### config.mk
export PLATFORM = sky130hd
export DESIGN_NAME = printf_line_decoder
export DESIGN_NICKNAME = d
export VERILOG_FILES = /design/src/rtl/printf_line_decoder.sv
export SDC_FILE = /design/constraint.sdc
export NUM_CORES = 1
export LEC_CHECK = 0
export CELL_PAD_IN_SITES_DETAIL_PLACEMENT = 2
export CELL_PAD_IN_SITES_GLOBAL_PLACEMENT = 2
export CORE_MARGIN = 5
export CORE_UTILIZATION = 35
export DETAILED_ROUTE_END_ITERATION = 16
export PLACE_DENSITY = 0.85
export SLEW_MARGIN = 20
export SYNTH_ARGS = -nofsm -noshare
export SYNTH_HDL_FRONTEND = slang
export SYNTH_SLANG_ARGS = --single-unit
### constraint.sdc
create_clock -name clock -period 4.3 [get_ports clock]
set_input_delay 0.645 -clock clock [delete_from_list [all_inputs] [get_ports clock]]
set_output_delay 0.645 -clock clock [all_outputs]
set_load 0.02 [all_outputs]
### src/rtl/printf_line_decoder.sv
// printf_line_decoder: parses "<tag> <decimal>\n" log lines into binary results, one result per line.
// Optional feature: define PRINTF_LINE_DECODER_SIGNED_EN to accept a leading '-' (two's-complement result).
module printf_line_decoder #(
  parameter int unsigned WIDTH = 32
) (
  input  logic             clock,
  input  logic             reset,
  input  logic             in_valid,
  output logic             in_ready,
  input  logic [7:0]       in_byte,
  output logic             out_valid,
  input  logic             out_ready,
  output logic [WIDTH-1:0] out_value,
  output logic             out_error,
  output logic [15:0]      line_count
);

  localparam int unsigned AW = WIDTH + 4;
  localparam logic [7:0] CH_LF    = 8'h0A;
  localparam logic [7:0] CH_CR    = 8'h0D;
  localparam logic [7:0] CH_SP    = 8'h20;
  localparam logic [7:0] CH_MINUS = 8'h2D;

  typedef enum logic [2:0] {TAG, SKIP, NUM, DRAIN, EMIT} state_t;

  state_t        state;
  logic [AW-1:0] acc;
`ifdef PRINTF_LINE_DECODER_SIGNED_EN
  logic          sign;
  logic          need_digit;
`endif

  logic             is_digit;
  logic [AW-1:0]    acc_next;
  logic             ovf;
  logic             line_err;
  logic [WIDTH-1:0] emit_value;

  always_comb begin
    is_digit = (in_byte >= 8'h30) && (in_byte <= 8'h39);
    // acc stays below 2^WIDTH, so acc*10+9 always fits in WIDTH+4 bits
    acc_next = (acc << 3) + (acc << 1) + AW'(in_byte[3:0]);
`ifdef PRINTF_LINE_DECODER_SIGNED_EN
    ovf        = sign ? (acc_next > (AW'(1) << (WIDTH-1)))
                      : (acc_next >= (AW'(1) << (WIDTH-1)));
    line_err   = (state != NUM) || need_digit;
    emit_value = sign ? ('0 - acc[WIDTH-1:0]) : acc[WIDTH-1:0];
`else
    ovf        = acc_next >= (AW'(1) << WIDTH);
    line_err   = (state != NUM);
    emit_value = acc[WIDTH-1:0];
`endif
  end

  always_ff @(posedge clock) begin
    if (reset) begin
      state      <= TAG;
      in_ready   <= 1'b1;
      out_valid  <= 1'b0;
      out_value  <= '0;
      out_error  <= 1'b0;
      line_count <= '0;
      acc        <= '0;
`ifdef PRINTF_LINE_DECODER_SIGNED_EN
      sign       <= 1'b0;
      need_digit <= 1'b0;
`endif
    end else begin
      case (state)
        EMIT: begin
          if (out_ready) begin
            state      <= TAG;
            in_ready   <= 1'b1;
            out_valid  <= 1'b0;
            line_count <= line_count + 16'd1;
            acc        <= '0;
`ifdef PRINTF_LINE_DECODER_SIGNED_EN
            sign       <= 1'b0;
            need_digit <= 1'b0;
`endif
          end
        end
        default: begin
          if (in_valid && in_byte != CH_CR) begin
            // LF closes the line from any input state; only a completed NUM field is error-free
            if (in_byte == CH_LF) begin
              state     <= EMIT;
              in_ready  <= 1'b0;
              out_valid <= 1'b1;
              out_error <= line_err;
              out_value <= line_err ? '0 : emit_value;
            end else begin
              case (state)
                TAG: if (in_byte == CH_SP) state <= SKIP;
                SKIP: begin
                  if (is_digit) begin
                    acc   <= AW'(in_byte[3:0]);
                    state <= NUM;
                  end else if (in_byte == CH_MINUS) begin
`ifdef PRINTF_LINE_DECODER_SIGNED_EN
                    sign       <= 1'b1;
                    need_digit <= 1'b1;
                    acc        <= '0;
                    state      <= NUM;
`else
                    state <= DRAIN;
`endif
                  end else if (in_byte != CH_SP) begin
                    state <= DRAIN;
                  end
                end
                NUM: begin
                  if (is_digit && !ovf) begin
                    acc <= acc_next;
`ifdef PRINTF_LINE_DECODER_SIGNED_EN
                    need_digit <= 1'b0;
`endif
                  end else begin
                    state <= DRAIN;
                  end
                end
                default: ;
              endcase
            end
          end
        end
      endcase
    end
  end

endmodule

==> Yosys cells after proc, flatten, opt, wreduce, memory -nomap -nowiden <==
Index checks and enable logic that the tools add are counted.
{ "word_totals": {"output_inout_bits": 51, "register_bits": 89, "inputBits": 12} }
{ "classes": {"mux": 26, "reduce_logical": 14, "eq_ne": 16, "n_bitwise": 1, "n_addsub": 3, "magnitude_cmp": 3} }
{ "op_table": {"columns": ["cell", "count"], "rows": [
  ["35-bit 2-to-1 mux", 6],
  ["35-bit one-hot mux with 2 select lines", 1],
  ["36-bit adder", 1],
  ["36-bit by 4-bit adder with 36-bit output", 1],
  ["36-bit by 33-bit greater-or-equal comparator with 1-bit output (second input constant)", 1],
  ["32-bit 2-to-1 mux", 1],
  ["3-bit 2-to-1 mux", 9],
  ["16-bit by 1-bit adder with 16-bit output (second input constant)", 1],
  ["8-bit by 6-bit equality test with 1-bit output (second input constant)", 2],
  ["6-bit AND reduction", 2],
  ["3-bit one-hot mux with 3 select lines", 1],
  ["8-bit by 4-bit equality test with 1-bit output (second input constant)", 1],
  ["8-bit by 6-bit greater-or-equal comparator with 1-bit output (second input constant)", 1],
  ["8-bit by 6-bit <= comparator with 1-bit output (second input constant)", 1],
  ["1-bit 2-to-1 mux", 8],
  ["8-bit by 4-bit != test with 1-bit output (second input constant)", 1],
  ["8-bit by 6-bit != test with 1-bit output (second input constant)", 1],
  ["3-bit by 2-bit != test with 1-bit output (second input constant)", 2],
  ["6-bit != test (second input constant)", 1],
  ["3-bit AND reduction", 2],
  ["5-bit nonzero test", 1],
  ["4-bit by 3-bit != test with 1-bit output (second input constant)", 1],
  ["4-bit != test (second input constant)", 1],
  ["2-bit nonzero test", 2],
  ["other kinds (12)", 14]
]} }

==> Logic depth before layout (Yosys ltp) <==
Gate-level depths: netlist of run 1.
{ "depth": {"ltp_word": 10, "depth_mapped": 15} }

==> Worst setup path after synthesis of run 1 <==
OpenSTA, ideal clock, no wires.
{ "synth_timing": {"kind": "input -> register", "start": "input port in_byte[3]", "end": "register acc[17]", "setup_ns": 0.117, "t_arrival_ns": 3.755, "path_stages": 14, "setup_slack_ns": 0.428, "n_path_buf": 2, "cell_sequence": "inv_1 > fa_1 > fa_1 > nand2b_1 > a21o_1 > a211o_1 > a2111oi_4 > o21ai_2 > and3b_1 > o21a_4 > and4_4 > buf_6 > buf_8 > a22o_1"} }
{ "synth_via": {"elab_chain_cells": 6, "word_cells_on_any_way": 20, "classes_between": "add/sub (1); order compare (3); eq/ne (5); mux (5); reduce/logical (6)"} }
{ "synth_rtl": {"columns": ["element", "line_no", "text"], "rows": [
  ["from (decl)", "10", "input logic [7:0] in_byte,"],
  ["36-bit by 4-bit adder with 36-bit output", "42", "acc_next = (acc << 3) + (acc << 1) + AW'(in_byte[3:0]);"],
  ["36-bit by 33-bit greater-or-equal comparator with 1-bit output / 35-bit 2-to-1 mux (equally long branches)", "49, 113", null],
  ["1-bit zero test / 35-bit one-hot mux with 2 select lines (equally long branches)", "113, 93", null],
  ["1-bit logical AND / 35-bit 2-to-1 mux (equally long branches)", "113, 86", null],
  ["3-bit by 2-bit != test with 1-bit output (no line) / 35-bit 2-to-1 mux (equally long branches)", null, null],
  ["6-bit AND reduction (no line) / 35-bit 2-to-1 mux (equally long branches)", null, null],
  ["to (signal assigned)", "97", "acc <= AW'(in_byte[3:0]);"],
  ["to (signal assigned)", "114", "acc <= acc_next;"],
  ["to (decl)", "27", "logic [AW-1:0] acc;"]
]} }
Several ways; a longest one is shown, not always the timed one. The select of a mux whose other input is x is not followed.
A chain may end at the register's enable or synchronous reset.

==> Final worst setup path of run 1 <==
{ "layout_timing": {"start": "input port in_byte[3]", "end": "register acc[21]"} }
Same word-level chain as after synthesis.

==> results of run 1 <==
stage by stage:
step	area [µm²]	instances	hold WS, ps
finish	7101	994	452.8
global route	7101	994	479.7
CTS	7033	989	455.3
detailed placement	6769	974	445.8
global placement	6769	974	437.7
floorplan	5914	705	434.0
layout make-up:
cell class / count / area share (%)
clock buffer: 13 / 3.524
clock inverter: 2 / 0.1938
sequential: 89 / 25.09
timing repair buffer: 92 / 12.72
inverter: 16 / 0.8458
tap: 220 / 3.877
multi-input combinational: 562 / 53.74
cell usage in the layout (no fill, tap or decap), drive strengths merged, types with 2 or more instances in the layout:
master / count
nor3: 9
nand2: 90
a32o: 3
a211o: 2
nand2b: 7
nor2: 38
xor2: 18
and3b: 2
a22o: 25
a211oi: 10
nor2b: 6
o21bai: 3
mux2i: 4
a21o: 12
mux2: 2
inv: 17
ha: 67
fa: 2
o211ai: 9
or3: 6
a41oi: 2
and3: 9
nand4: 10
and2: 9
xnor2: 21
o21a: 7
nand3: 45
buf: 30
clkdlybuf4s50: 61
nor4: 2
clkbuf: 14
and4: 3
a21oi: 82
a31oi: 5
dfxtp: 89
a311oi: 2
o21ai: 35
o221ai: 2
cells by family (layout without fill, tap and decap cells):
| logic type | count (synthesis) | in the layout | share of synthesized area [%] |
|---|---|---|---|
| simple gates | 241 | 241 | 19.55 |
| compound gates | 207 | 207 | 23.17 |
| flops | 89 | 89 | 30.12 |
| fa+ha+maj | 69 | 69 | 14.85 |
| buf+inv | 54 | 123 | 5.479 |
| xor+xnor | 39 | 39 | 5.775 |
| mux | 6 | 6 | 1.058 |
path summary, 6_finish.rpt:
kind,end,cells past startpoint,slack [ps]
worst max register to register,acc[21]$_SDFFE_PP0P_,12,260
worst min register to register,out_value[9]$_SDFFE_PP0P_,2,450
worst min-delay path,out_value[9]$_SDFFE_PP0P_,2,450
worst max-delay path,acc[21]$_SDFFE_PP0P_,15,20
tightest hold or removal path, delay by kind of cell (launching register included):
kind / cells / cell delay, ps
flops: 1 / 310
compound gates: 1 / 50
simple gates: 1 / 50
cells in the mapped netlist, drive strengths merged (12+ instances only):
cell | instances | area share [%]
a21oi | 82 | 7.1
nor2 | 38 | 2.4
xnor2 | 21 | 3.1
ha | 67 | 14
nand3 | 45 | 3.8
clkbuf | 24 | 2.1
a22o | 25 | 3.7
xor2 | 18 | 2.7
a21o | 12 | 1.5
buf | 12 | 2.1
nand2 | 90 | 5.7
dfxtp | 89 | 30
inv | 16 | 1.0
o21ai | 35 | 3.0
state kept, by name, summed over array words and instances (netlist names):
register    flops
out_error       1
out_valid       1
line_count     16
acc            35
out_value      32
state           3
in_ready        1
what timing repair did:
item | in CTS | in global routing
resized for setup | 0 | 3
buffers inserted | 0 | 3
endpoints found under the setup margin | 0 | 36
per-layer routing:
layer	share of wire [%]	vias to the layer above	wire length, µm	GRT usage, %
li1	-	2683	-	-
met1	42	2799	9340	25.87
met2	51	108	11300	39.17
met3	3.3	47	717	2.658
met4	2.9	0	641	7.394
met5	0	-	0	0
report_power, final:
| group | switching (W) | leakage, nW | internal, W | total [W] |
|---|---|---|---|---|
| clock network | 0.000352 | 0.130 | 0.000407 | 0.000759 |
| registers | 0.000000517 | 0.716 | 0.000824 | 0.000825 |
| logic | 0.0000351 | 2.16 | 0.0000234 | 0.0000584 |
| total | 0.000388 | 3.01 | 0.00125 | 0.00164 |
==> flow_metrics.py, run 1 <==
metrics = {
    "yosys": {
        "synth_fp_nets": 786,
        "ys.flop_type": "dfxtp_1",
        "synth_edf_count": 0,
        "avgSynthCellArea_um2": 8.389,
        "syn_inst": 705,
        "ys_types": 68,
        "ys_warn_count": 0,
        "seq_area_frac_synth_pct": 30.12,
        "netlist_area_um2": 5914,
        "ys_ff_latch": 89,
        "async_flop_share_pct": 0,
    },
    "sta": {
        "period_needed_ps": 4285,
        "timing.slew.headroom_pct": 27.11,
        "worst_slack_ps": 15.01,
        "setup_viol": 0,
        "fmax_mhz": 233.4,
        "slew_violations": 0,
        "fin_crit_sh_pct": 99.65,
        "clock_skew_ps": 9.630,
        "hold_viol_final": 0,
        "tns_ps": 0,
        "worst_pin_slew_ps": 1080,
    },
    "setup_path": {
        "cp_common_cell": "fa_2",
        "crit_path_cell_trace": "clkdlybuf4s50_1, inv_1, fa_2, fa_2, nand2b_1, a21o_1, nand3_1, nand4_1, and2_1, o211ai_1, and4_1, a211oi_4, buf_6, buf_12, a22o_1",
        "path_max_fanout": 15,
        "crit_type": "input pin to flop",
        "cp-startpoint": "in_byte[3]",
        "cp-end-kind": "flop",
        "critPathLaunchType": "input pin",
        "slowest_delay_ps": 480,
        "cp_slowest_cell": "fa_2",
        "arrival_ps": 4530,
        "critPathTopFamily": "simple AND/OR/NAND/NOR gates",
        "critPathBufInv": 4,
        "timing.rr.start": "acc[16]$_SDFFE_PP0P_",
        "required_ps": 4540,
    },
    "power": {
        "peakVddDrop_mv": 0.1963,
        "leakage_nw": 3.007,
        "p_per_area_nw_per_um2": 231.2,
        "finalPower_w": 0.001642,
    },
    "die": {
        "die_area_um2": 19600,
        "io_pins": 63,
        "row_count": 47,
        "core_area_um2": 16580,
        "die_w_um": 140.0,
        "die_h_um": 140.0,
        "start_util_pct": 35.66,
    },
    "global_route": {
        "overflow": 0,
        "grt_usage_pct": 21.45,
        "grt_pass1_vias": 6327,
        "antenna_found_initial": 0,
        "grt_pass1_wl_mm": 34.49,
        "grt_max_degree": 35,
    },
    "layout": {
        "nets": 851,
        "area_growth_pct": 20.06,
        "multiInputGateArea_um2": 3816,
        "fillers": 1847,
        "drive_above_1_share_pct": 8.010,
        "area.sequential_um2": 1782,
        "antenna_cells": 0,
        "fin_util_pct": 42.82,
    },
    "cts": {
        "cts_sinks": 89,
        "cts_tree": "built",
        "clkTransAtPathRegs_ps": 60,
        "insertion_delay_ps": 360,
        "cts_made_buffers": 9,
        "clockBufferDepth": 2,
        "root_buffer": "clkbuf_16",
        "cts_max_level": 3,
        "postCtsHoldBufs": 0,
    },
    "detailed_routing": {
        "vias": 5637,
        "drt_iter0_drc": 235,
        "drc_errors": 0,
        "wl_mm": 22.00,
        "routedWlPerCell_um": 22.13,
        "ant_nets": 0,
        "viasPerCell": 5.671,
        "dr.pass1.iters": 4,
    },
    "min_path": {
        "hp-start": "out_value[9]$_SDFFE_PP0P_",
        "min_path_type": "flop to flop",
    },
    "place": {
        "place.gp.congestion": 0.8784,
        "portBuffers": 62,
        "dp_slack_ps": -295.4,
        "dpl.hpwl_mm": 15.45,
    },
    "run_status": {
        "status": "complete, no violations",
    },
    "flow_run": {
        "drv_cap": 0,
    },
}
Power figures use the tool's default switching activity.
==> run 2, diff against run 1 <==
--- a/config.mk
+++ b/config.mk
@@ -5,12 +5,13 @@
 export SDC_FILE = /design/constraint.sdc
 export NUM_CORES = 1
 export LEC_CHECK = 0
+export ABC_AREA = 1
 export CELL_PAD_IN_SITES_DETAIL_PLACEMENT = 2
 export CELL_PAD_IN_SITES_GLOBAL_PLACEMENT = 2
 export CORE_MARGIN = 5
-export CORE_UTILIZATION = 35
+export CORE_UTILIZATION = 29
 export DETAILED_ROUTE_END_ITERATION = 16
-export PLACE_DENSITY = 0.85
+export PLACE_DENSITY = 0.82
 export SLEW_MARGIN = 20
 export SYNTH_ARGS = -nofsm -noshare
 export SYNTH_HDL_FRONTEND = slang
==> constraint.sdc (replaced) <==
create_clock -name clock -period 3.75 [get_ports clock]
set_input_delay 0.5625 -clock clock [delete_from_list [all_inputs] [get_ports clock]]
set_output_delay 0.5625 -clock clock [all_outputs]
set_load 0.02 [all_outputs]
==> run 2 against run 1 <==
Compared with the run above:
- wire length increased by 2.3%
- synthesized cell count up 37%
- clock skew increased by 3.9 ps
- die area rose by 26%
- power is 46% higher
- cell count rose by 33%
- register-to-register slack better by 290 ps
- utilization is 7.2 points lower
- hold slack better by 13 ps
- sequential power rose by 20%
- combinational power grew to 6.4 times the previous value
- critical path depth grew 7
==> flow_metrics.py, run 2 <==
metrics = {
    "setup_path": {
        "arrival_ps": 3720,
        "timing.rr.start": "acc[2]$_SDFFE_PP0P_",
        "path_max_fanout": 13,
        "cp-endpoint": "acc[30]$_SDFFE_PP0P_",
        "critPathBufInv": 4,
        "critPathLaunchType": "input pin",
        "reg2reg_setup_slack_ps": 550,
        "r2r_cells": 21,
        "reg2reg_to": "acc[30]$_SDFFE_PP0P_",
        "crit_type": "input pin to flop",
        "cp_slowest_cell": "fa_2",
        "cp.depth": 22,
        "critPathTopFamily": "simple AND/OR/NAND/NOR gates",
        "crit_path_cell_trace": "clkdlybuf4s50_1, inv_1, fa_2, inv_1, ha_1, nand2_1, nand2_1, nand3_1, nand2_1, nand2_1, nand2_2, nand2_2, nand2_1, nand2_1, nand2_1, nor2_1, nand3_1, nand2_2, nand2_2, buf_4, nand2_1, a21oi_1",
        "cp-startpoint": "in_byte[3]",
        "cp_common_cell": "nand2_1",
        "cp-end-kind": "flop",
        "slowest_delay_ps": 610,
        "required_ps": 3950,
    },
    "yosys": {
        "yosysTopAreaCellShare_pct": 28.26,
        "synthTopCellsByCount": "320 x nand2_1, 114 x inv_1, 105 x a21oi_1",
        "syn_inst": 964,
        "netlist_area_um2": 6305,
        "yosysMostFrequentCell": "nand2_1",
        "synth_area_leaders": "dfxtp_1 28%, nand2_1 19%, ha_1 13%",
        "ys_types": 36,
        "synth_fp_nets": 1045,
        "ys_warn_count": 0,
        "ys.flop_type": "dfxtp_1",
        "synth_top_area_cell": "dfxtp_1",
        "avgSynthCellArea_um2": 6.540,
        "ys_ff_latch": 89,
        "seq_area_frac_synth_pct": 28.26,
        "synth_edf_count": 0,
        "async_flop_share_pct": 0,
    },
    "die": {
        "die_w_um": 157.4,
        "die_area_um2": 24790,
        "die_h_um": 157.4,
        "core_area_um2": 21620,
        "start_util_pct": 29.16,
        "io_pins": 63,
        "row_count": 54,
    },
    "place": {
        "dpl.hpwl_mm": 16.96,
        "place.gp.congestion": 0.8161,
        "portBuffers": 62,
        "place_area_um2": 7368,
    },
    "min_path": {
        "min_path_type": "flop to flop",
    },
    "power": {
        "leakage_nw": 3.612,
        "peakVddDrop_mv": 0.1603,
        "p_seq_share_pct": 41.3,
        "p_per_area_nw_per_um2": 311.2,
        "p_comb_share_pct": 15.7,
        "clock_power_share_pct": 43.0,
        "switchingPower_w": 0.0007015,
        "swShare_pct": 29.30,
        "internal-power_w": 0.001693,
    },
    "detailed_routing": {
        "viasPerCell": 4.984,
        "routedWlPerCell_um": 17.06,
        "ant_nets": 0,
        "drt_iter0_drc": 170,
        "dr.pass1.iters": 5,
        "drc_errors": 0,
        "wl_mm": 22.52,
        "vias": 6579,
    },
    "cts": {
        "clkTransAtPathRegs_ps": 60,
        "cts_sinks": 89,
        "cts_made_buffers": 9,
        "root_buffer": "clkbuf_16",
        "clockBufferDepth": 2,
        "cts_max_level": 3,
        "insertion_delay_ps": 360,
        "cts_tree": "built",
    },
    "flow_run": {
        "drv_cap": 0,
    },
    "layout": {
        "area_growth_pct": 22.03,
        "largestRegisters": "acc: 35 flops, out_value: 32 flops, line_count: 16 flops",
        "nets": 1116,
        "layout_common_cells": "320 x nand2_1, 114 x inv_1, 105 x a21oi_1",
        "largest-register": "acc",
        "layout_commonest_cell": "nand2_1",
        "largest_reg_flops": 35,
        "fin_util_pct": 35.58,
        "final_cell_area_um2": 7694,
        "drive_above_1_share_pct": 6.154,
        "antenna_cells": 0,
    },
    "global_route": {
        "antenna_found_initial": 0,
        "overflow": 0,
        "grt_usage_pct": 18.47,
        "grt_pass1_vias": 7294,
        "grt_pass1_wl_mm": 37.09,
        "grt_max_degree": 78,
    },
    "sta": {
        "hold_viol_final": 0,
        "hold_slack_ps": 466.1,
        "slew_violations": 0,
        "period_needed_ps": 3519,
        "timing.slew.headroom_pct": 40.07,
        "grt_setup_unrepaired": "no",
        "worst_pin_slew_ps": 898.9,
        "fin_crit_sh_pct": 93.85,
        "clock_skew_ps": 13.49,
        "setup_viol": 0,
        "fmax_mhz": 284.1,
        "tns_ps": 0,
    },
    "run_status": {
        "status": "complete, no violations",
    },
}
==> run 2: cell count changes after synthesis, moves of 12 or more <==
cell | previous run | this run
a21o_1 | 12 | 0
a21oi_1 | 80 | 105
a22o_1 | 25 | 0
inv_1 | 16 | 114
nand2_1 | 90 | 320
nand4_1 | 10 | 36
nor2_1 | 38 | 68
o21ai_0 | 33 | 14
==> run 2: kinds of logic after synthesis <==
logic type	Yosys count	synth area share, %
simple gates	496	33.64
buf+inv	150	9.387
compound gates	132	10.89
flops	89	28.26
fa+ha+maj	69	13.93
xor+xnor	28	3.890
==> run 2: worst min path at each step <==
stage	from	slack (ps)	end	cells past startpoint
2_1_floorplan	acc[33]$_SDFFE_PP0P_	420	acc[33]$_SDFFE_PP0P_	2
3_3_place_gp	acc[33]$_SDFFE_PP0P_	430	acc[33]$_SDFFE_PP0P_	2
3_5_place_dp	acc[33]$_SDFFE_PP0P_	450	acc[33]$_SDFFE_PP0P_	2
4_1_cts	acc[34]$_SDFFE_PP0P_	470	acc[34]$_SDFFE_PP0P_	2
5_1_grt	out_value[4]$_SDFFE_PP0P_	490	out_value[4]$_SDFFE_PP0P_	2
6_report	acc[34]$_SDFFE_PP0P_	470	acc[34]$_SDFFE_PP0P_	2
==> run 2: tightest hold or removal path, cell delays in order, from the launching register on <==
cell,delay [ps]
dfxtp_1,320
nand2_1,70
nor2_1,40
==> run 2: per-stage QoR <==
step           worst slack [ps]  std cells  power [W]
6_report                  230.7       1320   0.002394
5_1_grt                   6.886       1320   0.002493
4_1_cts                   194.5       1320   0.002421
3_5_place_dp             -124.2       1304   0.001375
3_3_place_gp              74.56       1304   0.001356
2_1_floorplan             629.9        964   0.001242
==> run 2: per-layer routing <==
metal | wire [µm] | track usage, % | vias to the layer above
met3 | 575 | 2.859 | 37
met5 | 0 | 0 | -
li1 | - | - | 3258
met2 | 11490 | 34.66 | 70
met1 | 9972 | 21.61 | 3214
met4 | 476 | 5.203 | 0
==> run 2: final cells by class <==
cell class	instances	area, µm²
timing repair buffer	87	840.8
multi-input combinational	725	3936
fill	2683	13930
inverter	123	461.7
clock buffer	12	246.5
tap	280	350.3
clock inverter	4	76.32
sequential	89	1782
==> run 2: power groups by stage <==
stage / combinational, W / sequential [W] / clock [W]
after floorplan: 0.000238 / 0.00100 / 0
after global placement: 0.000346 / 0.00101 / 0
after detailed placement: 0.000364 / 0.00101 / 0
after CTS: 0.000375 / 0.000989 / 0.00106
after global routing: 0.000410 / 0.000991 / 0.00109
final: 0.000376 / 0.000989 / 0.00103
==> run 2: timing repair <==
action | in CTS | in global routing
setup endpoints to repair | 0 | 9
buffers inserted | 0 | 0
hold buffers | 0 | 0
gates resized for setup | 0 | 1
endpoints found under the hold margin | 0 | 0
